`src/rtl/alu_op_dispatch.sv`:
```
`default_nettype none
// ============================================================================
//  Module      : alu_op_dispatch
//  Description : Execute-stage front end. Accepts one ALU request per
//                handshake, decodes the opcode into a one-hot unit-issue
//                strobe, registers the operands for the issued unit, and
//                stalls upstream while the multi-cycle mult/div unit works.
//                Flags illegal opcodes and mult/div timeouts.
//  Revision    : 1.0 - initial release
// ============================================================================
module alu_op_dispatch #(
  parameter int WIDTH      = 32,
  parameter int MD_TIMEOUT = 64,
  parameter int CNT_W      = 7
) (
  input  logic             clock,
  input  logic             reset,
  input  logic             in_valid,
  output logic             in_ready,
  input  logic [4:0]       in_opcode,
  input  logic [WIDTH-1:0] in_a,
  input  logic [WIDTH-1:0] in_b,
  input  logic [4:0]       in_shamt,
  output logic [WIDTH-1:0] op_a,
  output logic [WIDTH-1:0] op_b,
  output logic [4:0]       op_shamt,
  output logic             op_sel,
  output logic             issue_arith,
  output logic             issue_logic,
  output logic             issue_shift,
  output logic             issue_md,
  input  logic             md_done,
  output logic             md_busy,
  output logic             err_illegal,
  output logic             err_timeout
);

  typedef enum logic [0:0] {
    S_IDLE    = 1'b0,
    S_MD_WAIT = 1'b1
  } state_t;

  localparam logic [CNT_W-1:0] C_CNT_LAST = CNT_W'(MD_TIMEOUT - 1);
  localparam logic [CNT_W-1:0] C_CNT_MAX  = {CNT_W{1'b1}};

  state_t             state_q, state_d;
  logic [CNT_W-1:0]   cnt_q, cnt_d;
  logic [WIDTH-1:0]   op_a_q, op_a_d;
  logic [WIDTH-1:0]   op_b_q, op_b_d;
  logic [4:0]         op_shamt_q, op_shamt_d;
  logic               op_sel_q, op_sel_d;
  logic               issue_arith_q, issue_arith_d;
  logic               issue_logic_q, issue_logic_d;
  logic               issue_shift_q, issue_shift_d;
  logic               issue_md_q, issue_md_d;
  logic               err_illegal_q, err_illegal_d;
  logic               err_timeout_q, err_timeout_d;
  logic               accept;

  assign in_ready = (state_q == S_IDLE);
  assign accept   = in_valid && in_ready;

  // Next-state decode: accept/issue in IDLE, wait for md_done or timeout in MD_WAIT.
  always_comb begin
    state_d       = state_q;
    cnt_d         = cnt_q;
    op_a_d        = op_a_q;
    op_b_d        = op_b_q;
    op_shamt_d    = op_shamt_q;
    op_sel_d      = op_sel_q;
    issue_arith_d = 1'b0;
    issue_logic_d = 1'b0;
    issue_shift_d = 1'b0;
    issue_md_d    = 1'b0;
    err_illegal_d = 1'b0;
    err_timeout_d = 1'b0;

    case (state_q)
      S_IDLE: begin
        if (accept) begin
          // Operands are captured even for illegal opcodes.
          op_a_d     = in_a;
          op_b_d     = in_b;
          op_shamt_d = in_shamt;
          op_sel_d   = in_opcode[0];
          if (in_opcode[4:3] != 2'b00) begin
            err_illegal_d = 1'b1;
          end else begin
            case (in_opcode[2:1])
              2'b00:   issue_arith_d = 1'b1;
              2'b01:   issue_logic_d = 1'b1;
              2'b10:   issue_shift_d = 1'b1;
              default: begin
                issue_md_d = 1'b1;
                state_d    = S_MD_WAIT;
                cnt_d      = '0;
              end
            endcase
          end
        end
      end
      S_MD_WAIT: begin
        // Saturating increment so the counter can never wrap back into range.
        cnt_d = (cnt_q == C_CNT_MAX) ? cnt_q : cnt_q + 1'b1;
        // md_done is ignored during the issue cycle; completion beats timeout.
        if (md_done && !issue_md_q) begin
          state_d = S_IDLE;
          cnt_d   = '0;
        end else if (cnt_q == C_CNT_LAST) begin
          state_d       = S_IDLE;
          cnt_d         = '0;
          err_timeout_d = 1'b1;
        end
      end
      default: begin
        state_d = S_IDLE;
        cnt_d   = '0;
      end
    endcase
  end

  // State, operand and strobe registers; async reset clears everything at once.
  always_ff @(posedge clock or posedge reset) begin
    if (reset) begin
      state_q       <= S_IDLE;
      cnt_q         <= '0;
      op_a_q        <= '0;
      op_b_q        <= '0;
      op_shamt_q    <= '0;
      op_sel_q      <= 1'b0;
      issue_arith_q <= 1'b0;
      issue_logic_q <= 1'b0;
      issue_shift_q <= 1'b0;
      issue_md_q    <= 1'b0;
      err_illegal_q <= 1'b0;
      err_timeout_q <= 1'b0;
    end else begin
      state_q       <= state_d;
      cnt_q         <= cnt_d;
      op_a_q        <= op_a_d;
      op_b_q        <= op_b_d;
      op_shamt_q    <= op_shamt_d;
      op_sel_q      <= op_sel_d;
      issue_arith_q <= issue_arith_d;
      issue_logic_q <= issue_logic_d;
      issue_shift_q <= issue_shift_d;
      issue_md_q    <= issue_md_d;
      err_illegal_q <= err_illegal_d;
      err_timeout_q <= err_timeout_d;
    end
  end

  assign op_a        = op_a_q;
  assign op_b        = op_b_q;
  assign op_shamt    = op_shamt_q;
  assign op_sel      = op_sel_q;
  assign issue_arith = issue_arith_q;
  assign issue_logic = issue_logic_q;
  assign issue_shift = issue_shift_q;
  assign issue_md    = issue_md_q;
  assign err_illegal = err_illegal_q;
  assign err_timeout = err_timeout_q;
  assign md_busy     = (state_q == S_MD_WAIT);

endmodule
`default_nettype wire

```
`config.mk`:
```
export PLATFORM = sky130hd
export DESIGN_NAME = alu_op_dispatch
export DESIGN_NICKNAME = d
export VERILOG_FILES = /design/src/rtl/alu_op_dispatch.sv
export SDC_FILE = /design/constraint.sdc
export NUM_CORES = 1
export LEC_CHECK = 0
export BUFFER_PORTS_ARGS = -buffer_cell sky130_fd_sc_hd__buf_4
export CAP_MARGIN = 20
export CORE_MARGIN = 3
export CORE_UTILIZATION = 51
export DETAILED_ROUTE_END_ITERATION = 8
export PLACE_DENSITY = 0.84
export REMOVE_ABC_BUFFERS = 1
export SYNTH_ARGS = -nofsm -noshare
export SYNTH_HDL_FRONTEND = slang
export SYNTH_SLANG_ARGS = --single-unit
```
`constraint.sdc`:
```
create_clock -name clock -period 5.2 [get_ports clock]
set_clock_uncertainty 0.1 [all_clocks]
set_input_delay 0.78 -clock clock [delete_from_list [all_inputs] [get_ports clock]]
set_output_delay 0.78 -clock clock [all_outputs]
set_load 0.05 [all_outputs]
```
==> results, run 1 <==
- The largest area contributor in the synthesized netlist is sky130_fd_sc_hd__dfrtp_1.
- The pre-antenna-repair detailed-routing pass consisted of 4 iterations.
- The launching point of the worst reg2reg path is md_busy$_DFF_PP0_.
- The number of filler cells placed in the layout is between 400 and 500.
- Synthesis produced 211 cells.
- Counting flops and latches in the post-synthesis netlist gives 84.
- From left edge to right edge, the die measures 89.7 um.
- The initial core utilization is 54.4%.
- Sorting the synthesized cells by area gives the leading types as sky130_fd_sc_hd__dfrtp_1 59%, sky130_fd_sc_hd__mux2_4 25%, sky130_fd_sc_hd__mux2_1 2.5%.
- The synthesized netlist occupies a cell area of 3570 um^2.
- Once detailed placement completed, the half-perimeter wirelength came to around 5900 um.
- For this run the aggregate overflow at the end of global routing stands at 0.
- For this block, the routed nets add up to roughly 8000 um of wire.
- The die area is between 8000 and 9000 um^2.
- The post-synthesis sequential area ratio is roughly three fifths.
- The number of resized instances in the post-cts repair step is 0.
- The total area inside the core boundary comes to approximately 6600 um^2.
- The count of vias placed by the detailed router is between 2000 and 2500.
- The number of max-slew violations in the final report is 0.
- The tree built by TritonCTS fans out to 84 sinks.
- The maximum buffer depth of the clock tree is 2.
- At the end of routability-driven placement, the weighted congestion stood at 0.766.
- The highest clock frequency the design can meet is 447 MHz.
- The headroom to the max-slew limit is about half.
- The count of unique library cells instantiated by Yosys is 32.
- The mean cell area of the mapped netlist is between 15 and 20 um^2.
- The largest net degree at the start of global routing is 64.
- The number of DRC markers in iteration 0 is 49.
- The net count of the finished layout is 450.
- The number of hold violations in the final report was 0.
- The number of buffer cells added on primary ports is about 160.
- The area share of the leading cell type in the synthesized netlist is about three fifths.
- The worst supply voltage drop on vdd is roughly 0.21 mV.
- Setup repair after global routing left no endpoint under its margin.
- Buffers inserted to repair hold after CTS numbered 0.
- Cells with a size suffix above 1 make up between 60% and 70% of the layout.
- The time the final worst path needs with I/O delays and setup is between 2 and 2.5 ns.
- The initialized floorplan defines 29 standard-cell rows.
- Data on the critical path is required at its endpoint by 5.32 ns.
- The count of inserted antenna diode cells is 0.
- Dividing the detail-routed wire length by the instance count gives around 17 um.
- The flow ran to the end, and the final reports show no timing, DRC or antenna violations.
- The initial antenna violation count is 0.
- The clock latency of the later-clocked register in the worst-skew pair is approximately 0.33 ns.
- The CTS tree is yes.
- Global routing consumed, over all layers together, between 20% and 30% of the routing resources.
- In this run the remaining antenna-violating nets after routing total 0.
- The overall die height is 89.7 um.
- In this run the static leakage power is around 2.5 nW.
- The category of the worst setup path capture point is a flop.
- Of the available clock period, the critical path in the final layout requires between 40% and 50%.
- The tool flagged a number of max-cap violations equal to 0.
- Post-CTS timing repair inserted 0 buffers for setup.
- The critical path is of the input port to flop type.
- The first global-routing pass estimated around 12000 um of wire.
- For this run, the share of the core covered by cells in the final layout is 76.0%.
- Dividing total power by cell area gives a power density of around 360 nW/um^2.
- In this run, CTS created clock tree buffers numbering 9.
- roughly 160 I/O pins were placed.
- In the routed design, unresolved DRC markers number 0.
- The via count normalized by instance count is ~5.
- In this run the clock root is driven by a sky130_fd_sc_hd__clkbuf_8.
- For this run, the number of Yosys warnings is 0.
- The clock transition at the registers of the reported paths is 0.08 ns.
- The H-tree generated during clock tree synthesis spans 3 levels.
- The via count of the first global-routing pass is approximately 2500.
- The setup check on the worst reg-to-reg path leaves a slack of 3.01 ns.
- The final count of negative-setup-slack endpoints is 0.
- The tightest hold path in the finished design has a slack of between 0.3 and 0.4 ns.
- The worst setup path is launched from an input port.
- The start point of the critical path is in_valid.
- The worst hold path belongs to the class input port to async pin.
- The slew at the pin closest to its max-slew limit is around 0.77 ns.
- Data arrives at the worst endpoint at approximately 2.4 ns.
- The relative area change from synthesis to final layout is 39.8%.
- The largest fanout on the critical path is 55.
[sequential cells by signal (all words and copies together), names as in the netlist]
name,count
op_a,32
issue_arith,1
err_illegal,1
md_busy,1
op_sel,1
op_shamt,5
issue_md,1
err_timeout,1
op_b,32
issue_logic,1
cnt_q,7
issue_shift,1
[cell usage after synthesis (all sizes together)]
library cell  count
o31ai             1
a21oi             1
nor3b             2
dfrtp            84
and2              1
and3              3
a21boi            1
nand3b            2
or2               1
o21ai             3
and2b             1
ha                1
nand3             3
nor3              2
a21bo             1
nor2              9
nor2b             3
a311oi            3
a31oi             1
xnor2             2
inv               4
buf               8
mux2             70
a41oi             1
nand2             3
[final timing paths]
path	end	cells past startpoint
max in group asynchronous	op_b[22]$_DFFE_PP0P_	3
worst min register to register	op_a[27]$_DFFE_PP0P_	1
worst max-delay path	op_a[26]$_DFFE_PP0P_	4
worst max register to register	op_a[26]$_DFFE_PP0P_	3
min in group clock	op_a[27]$_DFFE_PP0P_	1
worst min-delay path	op_b[2]$_DFFE_PP0P_	2
[power by group]
group	total (mW)	internal (mW)	leakage, nW	switching (mW)
registers	0.777	0.728	1.01	0.0490
clock network	0.447	0.232	0.0914	0.215
logic	0.587	0.230	1.42	0.357
[metrics by stage]
| stage | TNS (ns) | std cells | worst slack, ns | area, um^2 | total power [mW] |
|---|---|---|---|---|---|
| floorplan | -74.66 | 203 | -1.12 | 3480 | 1.19 |
| global placement | 0 | 453 | 2.69 | 4800 | 1.37 |
| detailed placement | 0 | 453 | 2.64 | 4800 | 1.38 |
| CTS | 0 | 468 | 3.00 | 4990 | 1.83 |
| global route | 0 | 468 | 2.90 | 4990 | 1.89 |
| finish | 0 | 468 | 2.96 | 4990 | 1.81 |
[routing by layer]
layer | wire (um) | up-vias | global-route usage, % | share of wire (%)
li1 | - | 1056 | - | -
met1 | 3060 | 1162 | 24.0 | 38
met2 | 4070 | 106 | 34.6 | 51
met3 | 783 | 9 | 7.30 | 9.8
met4 | 101 | 0 | 5.82 | 1.3
met5 | 0 | - | 0 | 0
[cells by family (layout without fill, tap and decap cells)]
logic type	count (synthesis)	count (layout)	share of synthesized area, %
flip-flops	84	84	58.9
multiplexers	70	70	28.4
AND/OR/NAND/NOR	30	30	5.08
AO/OA/AOI/OAI	12	12	3.99
buffers and inverters	12	176	2.84
XOR/XNOR	2	2	0.491
adder cells (fa/ha/maj)	1	1	0.350
[placed cells by master (no fill, tap or decap), drive strengths merged]
cell type	n
o31ai	1
and2b	1
nand2	3
nor3	2
inv	3
a21bo	1
and3	3
dfrtp	84
or2	1
nor2	9
o21ai	3
and2	1
mux2	70
nor3b	2
a21oi	1
clkbuf	11
nand3	3
a21boi	1
buf	157
a311oi	3
clkinv	2
nand3b	2
ha	1
xnor2	2
bufinv	1
clkinvlp	2
nor2b	3
a41oi	1
a31oi	1
[cell type report]
| cell class | instances | area [um^2] | share of cell area [%] |
|---|---|---|---|
| well taps | 93 | 116 | 2.33 |
| clock inverters | 4 | 50.0 | 1.00 |
| multi-input cells | 115 | 1380 | 27.5 |
| repair buffers | 157 | 1190 | 23.9 |
| inverters | 4 | 16.3 | 0.326 |
| clock buffers | 11 | 141 | 2.83 |
| flip-flops and latches | 84 | 2100 | 42.1 |
[worst max-delay path, cell delays in order]
cell and delay, ns:
sky130_fd_sc_hd__buf_4 0.11, sky130_fd_sc_hd__nor2b_4 0.58, sky130_fd_sc_hd__buf_12 0.43, sky130_fd_sc_hd__mux2_2 0.40
Note: power is estimated with default switching activity, not from simulation.
==> run 2, diff against run 1 <==
--- a/config.mk
+++ b/config.mk
@@ -5,12 +5,13 @@
 export SDC_FILE = /design/constraint.sdc
 export NUM_CORES = 1
 export LEC_CHECK = 0
+export ABC_AREA = 1
 export BUFFER_PORTS_ARGS = -buffer_cell sky130_fd_sc_hd__buf_4
 export CAP_MARGIN = 20
 export CORE_MARGIN = 3
-export CORE_UTILIZATION = 51
+export CORE_UTILIZATION = 43
 export DETAILED_ROUTE_END_ITERATION = 8
-export PLACE_DENSITY = 0.84
+export PLACE_DENSITY = 0.75
 export REMOVE_ABC_BUFFERS = 1
 export SYNTH_ARGS = -nofsm -noshare
 export SYNTH_HDL_FRONTEND = slang
==> constraint.sdc (replaced) <==
create_clock -name clock -period 2 [get_ports clock]
set_clock_uncertainty 0.1 [all_clocks]
set_input_delay 0.3 -clock clock [delete_from_list [all_inputs] [get_ports clock]]
set_output_delay 0.3 -clock clock [all_outputs]
set_load 0.05 [all_outputs]
==> results, run 2 <==
- Status: finished, final reports clean (unchanged).
- The total CTS buffers is 9 (unchanged).
- The number of post-CTS setup repair buffers came to 0 (unchanged).
- The number of nets in the finished design is 479 (was 450).
- The highest clock frequency the design can meet is ~630 MHz.
- The via count of the first global-routing pass is 2544 (was 2491).
- The final wirelength was 7810 um (was 8020 um).
- The half-perimeter wire length of the detailed placement result is 5910 um (was 5920 um).
- The DRC violation count after routing was 0 (unchanged).
- The relative area change from synthesis to final layout was 39.4% (was 39.8%).
- The clock latency of the later-clocked register in the worst-skew pair is 0.34 ns (was 0.33 ns).
- The data arrival time of the worst path came to 1.70 ns (was 2.35 ns).
- The die width is 98.1 um (was 89.7 um).
- The largest net degree at the start of global routing is 53 (was 64).
- The required arrival time at the worst endpoint came to 2.12 ns (was 5.32 ns).
- The overall die height is 98.1 um (was 89.7 um).
- The count of vias placed by the detailed router came to 2354 (was 2333).
- The core footprint is 7970 um^2 (was 6570 um^2).
- The post-synthesis mux area share is 28.5% (was 28.4%).
- The most common cell after layout, fill and taps aside is sky130_fd_sc_hd__buf_4 (unchanged).
- The number of placement rows is 32 (was 29).
- The number of hold violations in the final report is 0 (unchanged).
- The number of max-slew violations in the final report is 0 (unchanged).
- The hold path startpoint is in_opcode[2].
- The final weighted congestion in routability-driven placement came to 0.868 (was 0.766).
- The headroom to the max-slew limit is 74.8% (was 48.5%).
- The initial antenna violation count is 0 (unchanged).
- The start point of the critical path is md_busy$_DFF_PP0_ (was in_valid).
- The via count normalized by instance count is 4.64 (was 4.99).
- The largest area contributor in the synthesized netlist is sky130_fd_sc_hd__dfrtp_1 (unchanged).
- The synthesized-area fraction occupied by ao, oa, aoi and oai cells is 0.686% (was 3.99%).
- The count of flip-flops with a built-in enable after synthesis is 0 (unchanged).
- The maximum buffer depth of the clock tree is 2 (unchanged).
- The dominant combinational cell family by area after synthesis is multiplexers (unchanged).
- The cell count after synthesis is 235 (was 211).
- The portion of the clock cycle consumed by the worst path in the final layout is 79.3%.
- The post-synthesis sequential area ratio is 57.7% (was 58.9%).
- The most frequent cell after synthesis was sky130_fd_sc_hd__dfrtp_1 (unchanged).
- The power per cell area is 909 nW/um^2 (was 363 nW/um^2).
- The area share of the leading cell type in the synthesized netlist is 57.7% (was 58.9%).
- The sum of negative setup slack came to 0 ns (unchanged).
- The final count of negative-setup-slack endpoints was 0 (unchanged).
- The slew at the pin closest to its max-slew limit came to 0.378 ns (was 0.773 ns).
- The number of buffers inserted for hold repair after clock tree synthesis is 1 (was 0).
- The post-synthesis share of cell area spent on xor and xnor gates is 0.240% (was 0.491%).
- The clock transition at the registers of the reported paths is 0.08 ns (about the same).
- The total leakage power is 2.63 nW (was 2.52 nW).
- The number of DRC markers in iteration 0 is 54 (was 49).
- The adder and majority cell fraction of the synthesized area was 0.343% (was 0.350%).
- The aggregate global-route resource usage is 16.6% (was 20.2%).
- The die area is 9620 um^2 (was 8040 um^2).
- The launching point of the worst reg2reg path is md_busy$_DFF_PP0_ (unchanged).
- The predominant post-synthesis flop cell is sky130_fd_sc_hd__dfrtp_1 (unchanged).
- Most area-consuming cells after synthesis: sky130_fd_sc_hd__dfrtp_1 58%, sky130_fd_sc_hd__mux2_4 28%, sky130_fd_sc_hd__buf_12 3.8% (was sky130_fd_sc_hd__dfrtp_1 59%, sky130_fd_sc_hd__mux2_4 25%, sky130_fd_sc_hd__mux2_1 2.5%).
- The number of H-tree levels was 3 (unchanged).
- The routed length per placed instance is 15.4 um (was 17.1 um).
- The number of resized instances in the post-cts repair step is 0 (unchanged).
- Synth cell count leaders: 84 x sky130_fd_sc_hd__dfrtp_1, 67 x sky130_fd_sc_hd__mux2_4, 23 x sky130_fd_sc_hd__nand2_1 (was 84 x sky130_fd_sc_hd__dfrtp_1, 60 x sky130_fd_sc_hd__mux2_4, 8 x sky130_fd_sc_hd__mux2_1).
- The synthesized-area fraction occupied by and/or/nand/nor cells is 7.00% (was 5.08%).
- The warning count from the yosys run is 0 (unchanged).
- The type of the worst min-delay path is input port to flop (was input port to async pin).
- The number of synthesized register bits came to 84 (unchanged).
- The category of the worst setup path capture point is a flop (unchanged).
- The worst supply voltage drop on vdd was 0.516 mV (was 0.211 mV).
- The clock period could shrink to 1.59 ns.
- The fraction of layout cells with a size suffix above 1 is 63.2% (was 65.3%).
- The clock root buffer is sky130_fd_sc_hd__clkbuf_8 (unchanged).
- The number of buffer cells added on primary ports was 155 (unchanged).
- The total standard cell area after synthesis is 3650 um^2 (was 3570 um^2).
- Setup repair after global routing missed its margin: false (unchanged).
- The startpoint type of the worst setup path is a flop (was input port).
- Commonest cells after routing, fill and taps aside: 157 x sky130_fd_sc_hd__buf_4, 84 x sky130_fd_sc_hd__dfrtp_1, 67 x sky130_fd_sc_hd__mux2_4 (was 156 x sky130_fd_sc_hd__buf_4, 84 x sky130_fd_sc_hd__dfrtp_1, 60 x sky130_fd_sc_hd__mux2_4).
- The first-pass GRT wire length is 12800 um (was 12200 um).
- The standard cell area after detailed placement is 4870 um^2 (was 4800 um^2).
- The mean cell area of the mapped netlist is 15.5 um^2 (was 16.9 um^2).
- The residual overflow from global routing is 0 (unchanged).
- The largest fanout on the critical path is 19 (was 55).
- The initial core utilization came to 45.8% (was 54.4%).
- The worst setup path category is flop to flop (was input port to flop).
- The share of synthesized registers carrying an async set or reset is 100% (unchanged).
- The number of top-level pins is 156 (unchanged).
- The post-route standard cell area excluding fillers is 5080 um^2 (was 4990 um^2).
- The count of unique library cells instantiated by Yosys was 23 (was 32).
- The remaining antenna violation count after routing is 0 (unchanged).
- The CTS tree is yes (unchanged).
- The max-cap violation count is 0 (unchanged).
- The count of clock tree sinks came to 84 (unchanged).
- The detailed-routing iteration count for the pre-antenna-repair pass came to 4 (unchanged).
- The count of inserted antenna diode cells was 0 (unchanged).
==> run 2: cell types whose count changed after synthesis, moves of 4 or more <==
cell,previous run,this run
sky130_fd_sc_hd__buf_12,0,7
sky130_fd_sc_hd__buf_6,7,0
sky130_fd_sc_hd__inv_1,3,14
sky130_fd_sc_hd__mux2_1,8,0
sky130_fd_sc_hd__mux2_4,60,67
sky130_fd_sc_hd__nand2_1,3,23
sky130_fd_sc_hd__nand3_1,3,7
==> run 2: worst paths after layout <==
| check | depth (start not counted) | slack, ns | to |
|---|---|---|---|
| max reg2reg | 4 | 0.41 | op_b[2]$_DFFE_PP0P_ |
| min reg2reg | 1 | 0.42 | op_b[15]$_DFFE_PP0P_ |
| max | 4 | 0.41 | op_b[2]$_DFFE_PP0P_ |
| min | 2 | 0.04 | issue_logic$_DFF_PP0_ |
| min in group asynchronous | 4 | 0.48 | cnt_q[1]$_DFFE_PP0P_ |
| max in group asynchronous | 4 | 0.98 | op_b[25]$_DFFE_PP0P_ |
==> run 2: cell type report <==
cell class / instances / area (um^2)
Fill cell: 612 / 2890
Sequential cell: 84 / 2100
Multi-Input combinational cell: 128 / 1340
Timing Repair Buffer: 161 / 1250
Tap cell: 102 / 128
Clock buffer: 9 / 124
Clock inverter: 7 / 75.1
Inverter: 16 / 63.8
==> run 2: worst max-delay path, stage by stage, from the launching register on <==
cell and delay [ns]:
sky130_fd_sc_hd__dfrtp_1 0.48, sky130_fd_sc_hd__inv_4 0.08, sky130_fd_sc_hd__nand2_8 0.19, sky130_fd_sc_hd__buf_4 0.29
sky130_fd_sc_hd__mux2_4 0.33
==> run 2: logic make-up (layout without fill, tap and decap cells) <==
group                      Yosys count  after routing
muxes                               70             70
DFF                                 84             84
buffers and inverters               23            193
AOI/OAI and AO/OA                    5              5
and+or+nand+nor                     51             51
xor gates and xnor gates             1              1
adders and majority gates            1              1
==> run 2: per-stage QoR <==
stage / util, % / hold WS [ns] / power, mW / worst slack, ns / std cells
after floorplan: - / 0.264 / 2.97 / -0.565 / 228
after global placement: 61.2 / 0.282 / 3.46 / 0.439 / 490
after detailed placement: 61.2 / 0.284 / 3.48 / 0.398 / 490
after CTS: 63.8 / 0.0158 / 4.69 / 0.394 / 507
after global routing: 63.8 / 0.0283 / 4.81 / 0.326 / 507
final: 63.8 / 0.0403 / 4.62 / 0.414 / 507
==> run 2: report_power, final <==
group / leakage (nW) / internal (mW) / switching [mW]
Combinational: 1.53 / 0.587 / 0.877
Clock: 0.0918 / 0.581 / 0.601
Sequential: 1.01 / 1.87 / 0.106
==> run 2: per-layer routing <==
layer	wire length, um	GRT usage, %
met3	587	4.71
met2	3810	26.2
met4	161	6.92
met1	3250	21.6
met5	0	0
